`src/rtl/serial_frame_tx_if.sv`:
```
// Load handshake between a word producer and serial_frame_tx.
// The producer drives data_in/load_valid; the transmitter answers with load_ready.
interface serial_frame_tx_if #(
  parameter int unsigned WIDTH = 8
);
  logic [WIDTH-1:0] data_in;
  logic             load_valid;
  logic             load_ready;

  modport master (output data_in, output load_valid, input load_ready);
  modport slave  (input data_in, input load_valid, output load_ready);
endinterface

```
`src/rtl/serial_frame_tx.sv`:
```
// Parallel-in, serial-out frame transmitter: start bit (0), WIDTH data bits LSB-first, stop bit (1).
// Each bit is held CLKS_PER_BIT cycles; tx_out comes straight from a flop so the line is glitch-free.
module serial_frame_tx #(
  parameter int unsigned WIDTH        = 8,
  parameter int unsigned CLKS_PER_BIT = 4
) (
  input  logic             clk,
  input  logic             reset,
  serial_frame_tx_if.slave ld,
  output logic             tx_out,
  output logic             busy,
  output logic             done
);

  localparam int unsigned CYC_W = $clog2(CLKS_PER_BIT + 1);
  localparam int unsigned BIT_W = $clog2(WIDTH + 1);
  localparam logic [CYC_W-1:0] CYC_LAST = CYC_W'(CLKS_PER_BIT - 1);
  localparam logic [BIT_W-1:0] BIT_LAST = BIT_W'(WIDTH - 1);

  typedef enum logic [1:0] {IDLE, START, DATA, STOP} state_t;

  state_t           state, state_nxt;
  logic [WIDTH-1:0] shreg, shreg_nxt;
  logic [BIT_W-1:0] bit_cnt, bit_nxt;
  logic [CYC_W-1:0] cyc_cnt, cyc_nxt;
  logic             tx_nxt;
  logic             done_nxt;
  logic             bit_end;

  assign bit_end       = (cyc_cnt == CYC_LAST);
  assign ld.load_ready = (state == IDLE);
  assign busy          = (state != IDLE);

  always_ff @(posedge clk or negedge reset) begin
    if (!reset) begin
      state   <= IDLE;
      shreg   <= '0;
      bit_cnt <= '0;
      cyc_cnt <= '0;
      tx_out  <= 1'b1;
      done    <= 1'b0;
    end else begin
      state   <= state_nxt;
      shreg   <= shreg_nxt;
      bit_cnt <= bit_nxt;
      cyc_cnt <= cyc_nxt;
      tx_out  <= tx_nxt;
      done    <= done_nxt;
    end
  end

  always_comb begin
    state_nxt = state;
    shreg_nxt = shreg;
    bit_nxt   = bit_cnt;
    cyc_nxt   = cyc_cnt;
    done_nxt  = 1'b0;
    tx_nxt    = 1'b1;

    unique case (state)
      IDLE: begin
        if (ld.load_valid) begin
          state_nxt = START;
          shreg_nxt = ld.data_in;
          bit_nxt   = '0;
          cyc_nxt   = '0;
        end
      end
      START: begin
        if (bit_end) begin
          cyc_nxt   = '0;
          state_nxt = DATA;
        end else begin
          cyc_nxt = cyc_cnt + CYC_W'(1);
        end
      end
      DATA: begin
        if (bit_end) begin
          cyc_nxt   = '0;
          shreg_nxt = shreg >> 1;
          if (bit_cnt == BIT_LAST) begin
            bit_nxt   = '0;
            state_nxt = STOP;
          end else begin
            bit_nxt = bit_cnt + BIT_W'(1);
          end
        end else begin
          cyc_nxt = cyc_cnt + CYC_W'(1);
        end
      end
      STOP: begin
        if (bit_end) begin
          cyc_nxt   = '0;
          state_nxt = IDLE;
          done_nxt  = 1'b1;
        end else begin
          cyc_nxt = cyc_cnt + CYC_W'(1);
        end
      end
      default: state_nxt = IDLE;
    endcase

    // Line level is derived from the next state so tx_out changes on the same edge as the state.
    unique case (state_nxt)
      START:   tx_nxt = 1'b0;
      DATA:    tx_nxt = shreg_nxt[0];
      default: tx_nxt = 1'b1;
    endcase
  end

endmodule

```
`src/flat_wrapper.sv`:
```
// flat-port wrapper written by rule: the top's interface ports become plain ports
module serial_frame_tx_flat 
#(
  parameter int unsigned WIDTH        = 8,
  parameter int unsigned CLKS_PER_BIT = 4
)
  (clk, reset, tx_out, busy, done, ld_data_in, ld_load_valid, ld_load_ready);
  serial_frame_tx_if #(.WIDTH(WIDTH)) ld_i ();
  input  logic clk;
  input  logic reset;
  output logic tx_out;
  output logic busy;
  output logic done;
  input wire logic [$bits(ld_i.data_in)-1:0] ld_data_in;
  input wire logic [$bits(ld_i.load_valid)-1:0] ld_load_valid;
  output wire logic [$bits(ld_i.load_ready)-1:0] ld_load_ready;
  assign ld_i.data_in = ld_data_in;
  assign ld_i.load_valid = ld_load_valid;
  assign ld_load_ready = ld_i.load_ready;
  serial_frame_tx #(.WIDTH(WIDTH), .CLKS_PER_BIT(CLKS_PER_BIT)) u_core (.clk(clk), .reset(reset), .ld(ld_i), .tx_out(tx_out), .busy(busy), .done(done));
endmodule
```
`config.mk`:
```
export PLATFORM = sky130hd
export DESIGN_NAME = serial_frame_tx_flat
export DESIGN_NICKNAME = d
export VERILOG_FILES = /design/src/rtl/serial_frame_tx_if.sv /design/src/rtl/serial_frame_tx.sv /design/src/flat_wrapper.sv
export SDC_FILE = /design/constraint.sdc
export NUM_CORES = 1
export LEC_CHECK = 0
export ABC_AREA = 1
export CAP_MARGIN = 20
export CORE_MARGIN = 3
export CORE_UTILIZATION = 55
export CTS_CLUSTER_SIZE = 25
export DETAILED_ROUTE_END_ITERATION = 16
export HOLD_SLACK_MARGIN = 0.1
export PLACE_DENSITY = 0.9
export SLEW_MARGIN = 10
export SYNTH_ARGS = -nofsm -noshare
export SYNTH_HDL_FRONTEND = slang
export SYNTH_SLANG_ARGS = --single-unit
export TNS_END_PERCENT = 5
```
`constraint.sdc`:
```
create_clock -name clk -period 3.3 [get_ports clk]
set_input_delay 0.66 -clock clk [delete_from_list [all_inputs] [get_ports clk]]
set_output_delay 0.66 -clock clk [all_outputs]
set_load 0.01 [all_outputs]
```
==> metrics list <==
- Outcome: complete, no violations
* Number of gates given a new drive strength after cts: 0
- Cell breakdown of the critical path: nor2_4 > clkdlybuf4s50_1
- For the pin with the worst max-slew slack, the measured transition is 0.822 ns.
* Number of synthesized flops with an enable pin: 0
* Antenna violation net count after detailed routing: 0
* Full die area: 0.00227 mm²
- For the worst setup path, the data arrival time is 1.60 ns.
* Yosys top cell area share: 0.472
- Post CTS Setup Buffer Count: 0
- Core region area: 0.00158 mm²
- Dividing total power by cell area gives a power density of 321 mW/mm².
- Overall via count from detail_route: 775
- Worst endpoint required time: 2.64 ns
* Dominant cells by area after synthesis: sky130_fd_sc_hd__dfrtp_1, sky130_fd_sc_hd__nand2_1, sky130_fd_sc_hd__nand3_1
- From left edge to right edge, the die measures 47.7 µm.
* Largest net degree at the start of global routing: 20
* Global-route wire length before repair: 2930 µm
- The kind of cell with the highest combined delay along the critical path is buffers and inverters.
* Average via count per standard cell: 5.27
- Crit path capture type: primary output
- In this run the vertical extent of the chip is 47.7 µm.
* Setup repair after global routing missed its margin: no
* Number of detailed-routing iterations run before antenna repair: 4
* Placer Congestion: 0.803
* Remaining Overflow, GRT: 0
* Type of origin of the critical path: flip-flop
- After detailed routing, the average wire length per cell comes to 12.2 µm.
- Number of I/O pins: 15
- Most area-hungry cell type in the Yosys netlist: sky130_fd_sc_hd__dfrtp_1
* CTS tree: done
* Number of warnings issued by yosys: 0
- Hold Path Stages: 2
- The number of antenna violations at the first check in global routing was 0.
- Clock network latency to the later pin of the worst-skew pair: 0.29 ns
- Nets in the synthesized netlist: 126
- Reg2reg end: u_core.bit_cnt[2]$_DFFE_PN0P_
* Worst slew margin relative to its limit: 0.450
* Post-Syn Area: 955 µm²
* Effective utilization at floorplan: 0.606
* Number of rows created at floorplan: 14
* Register area share after synthesis: 0.499
* Clock period minus worst slack: 2.26 ns
- Along the worst path, the maximum fanout reaches 7.
* Final-report hold violation count: 0
- Final setup violation count: 0
* Maximum clock path buffer count: 2
* Prevailing post-synth register cell: sky130_fd_sc_hd__dfrtp_1
- Internal reg-to-reg setup slack: 1.85 ns
* Worst clock skew on the final layout: 0.00305 ns
* Overall fraction of global-route tracks in use: 0.182
- DP Wirelength: 1410 µm
- Hold Path Class: flip-flop to flip-flop
* Fraction of synthesis flops using an asynchronous set or reset pin: 1.00
* H-tree levels: 1
- Counting both buffers and inverters, the worst setup path holds a total of 1.
- Of the available clock period, the critical path in the final layout requires 0.685.
- From synthesis to final layout, the design area changed by 19.5%.
- Final hold analysis gives a worst-case slack of 0.500 ns.
* Initial drt markers: 17
* Mean Syn Cell Area: 8.45 µm²
* Setup TNS: 0 ns
- The cell count after synthesis came out at 113.
- Origin of the worst min-delay path: u_core.shreg[1]$_DFFE_PN0P_
- Static leakage: 0.577 nW
- Maximum resistive drop on vdd: 0.000252 V
- Detailed Route WL: 1800 µm
- Number of distinct standard cells referenced by the synthesized netlist: 22
- Based on the critical path, the design can be clocked at up to 442 MHz.
* Clock buffers created by TritonCTS: 3
- Max Slew Vio Count: 0
* Number of buffers inserted for hold repair after clock tree synthesis: 0
- Highest-delay cell along the critical path: sky130_fd_sc_hd__clkdlybuf4s50_1
- Final worst slack: 1.04 ns
- The number of global-route vias before repair is 690.
* Total of flip-flops plus latches after synthesis: 19
- Number of port buffers: 14
- CP max stage delay: 0.58 ns
* Number of inserted diodes: 0
* Beginning of the worst register-to-register path: u_core.cyc_cnt[0]$_DFFE_PN0P_
- At the placement stage, the worst setup path has a slack of 1.36 ns.
- Most frequent cell after synthesis: sky130_fd_sc_hd__nand2_1
- The tree is rooted in a sky130_fd_sc_hd__clkbuf_4.
* Number of sinks handled by clock tree synthesis: 19
- Clock transition at path regs: 0.10 ns
- Number of remaining DRC errors: 0
* Fraction of final layout cells sized beyond drive strength 1: 0.168
- Depth of the most critical reg-to-reg path: 7
* Top cells by instance count after synthesis: sky130_fd_sc_hd__nand2_1, sky130_fd_sc_hd__dfrtp_1, sky130_fd_sc_hd__nand3_1
- Hold Path End: u_core.shreg[1]$_DFFE_PN0P_
- Startpoint-to-endpoint class of the critical path: flip-flop to primary output
* Number of nets in the finished design: 145
- The tool flagged a number of max-cap violations equal to 0.
worst max-delay path by stage:
stage               slack (ns)  depth (start not counted)                      start       endpoint
floorplan                 1.85                          2  u_core.state[1]$_DFF_PN0_           busy
global placement          1.39                          2  u_core.state[1]$_DFF_PN0_  ld_load_ready
detailed placement        1.36                          2  u_core.state[1]$_DFF_PN0_  ld_load_ready
CTS                       1.03                          2  u_core.state[1]$_DFF_PN0_  ld_load_ready
global route              0.96                          3  u_core.state[1]$_DFF_PN0_           busy
finish                    1.04                          2  u_core.state[1]$_DFF_PN0_  ld_load_ready
flip-flops by register name (all words and copies together) (netlist names):
register,flops
u_core.shreg,8
u_core.done,1
u_core.cyc_cnt,3
u_core.tx_out,1
u_core.bit_cnt,4
u_core.state,2
cells in the final DEF (no fill, tap or decap):
cell type	count
sky130_fd_sc_hd__clkbuf_1	1
sky130_fd_sc_hd__dfstp_2	1
sky130_fd_sc_hd__clkinv_4	1
sky130_fd_sc_hd__nand2_4	3
sky130_fd_sc_hd__a21oi_1	2
sky130_fd_sc_hd__a211oi_1	1
sky130_fd_sc_hd__ha_1	2
sky130_fd_sc_hd__o211ai_2	1
sky130_fd_sc_hd__nand2_1	41
sky130_fd_sc_hd__nand2_2	4
sky130_fd_sc_hd__nand3_1	13
sky130_fd_sc_hd__nor2_4	2
sky130_fd_sc_hd__clkdlybuf4s50_1	14
sky130_fd_sc_hd__inv_4	1
sky130_fd_sc_hd__a21oi_2	1
sky130_fd_sc_hd__o21ai_0	2
sky130_fd_sc_hd__o31ai_1	1
sky130_fd_sc_hd__nor2_2	1
sky130_fd_sc_hd__inv_1	6
sky130_fd_sc_hd__nor2_1	6
sky130_fd_sc_hd__inv_2	4
sky130_fd_sc_hd__nand4_1	1
sky130_fd_sc_hd__xor2_1	1
sky130_fd_sc_hd__dfrtp_1	18
sky130_fd_sc_hd__clkbuf_4	3
layout make-up:
cell class	count	area, µm²
tap	16	20.0
fill	113	435
clock buffer	4	26.3
timing repair buffer	14	140
multi-input combinational	82	425
inverter	12	52.6
sequential	19	477
worst min-delay path, cell delays in order, from the launching register on:
cell and delay (ns):
sky130_fd_sc_hd__dfrtp_1 0.36, sky130_fd_sc_hd__nand2_1 0.06, sky130_fd_sc_hd__nand3_1 0.06
metal layers:
metal,GRT usage,routed length [µm],share of wire
met1,0.227,809,0.45
met2,0.329,904,0.50
met3,0.0338,73,0.041
met4,0.0323,9,0.0050
met5,0,0,0
power breakdown:
| group | total [mW] | switching, mW | internal [mW] | leakage (nW) |
|---|---|---|---|---|
| clock | 0.116 | 0.0688 | 0.0470 | 0.0150 |
| combinational | 0.0177 | 0.00710 | 0.0106 | 0.310 |
| sequential | 0.233 | 0 | 0.233 | 0.252 |
| total | 0.366 | 0.0759 | 0.290 | 0.577 |
per-stage QoR:
step,cells,util,power (mW),area (µm²)
detailed placement,143,0.707,0.255,1110
finish,147,0.724,0.366,1140
global route,147,0.724,0.381,1140
floorplan,113,-,0.238,955
CTS,147,0.724,0.369,1140
global placement,143,0.707,0.255,1110
kinds of logic (layout without fill, tap and decap cells):
logic type | after synthesis | in the layout | synth area share
DFF | 19 | 19 | 0.499
xor gates and xnor gates | 1 | 1 | 0.00918
adders and majority gates | 2 | 2 | 0.0262
AOI/OAI and AO/OA | 8 | 8 | 0.0590
and+or+nand+nor | 71 | 71 | 0.351
buffers and inverters | 12 | 30 | 0.0550
(Power assumes the default switching activity.)
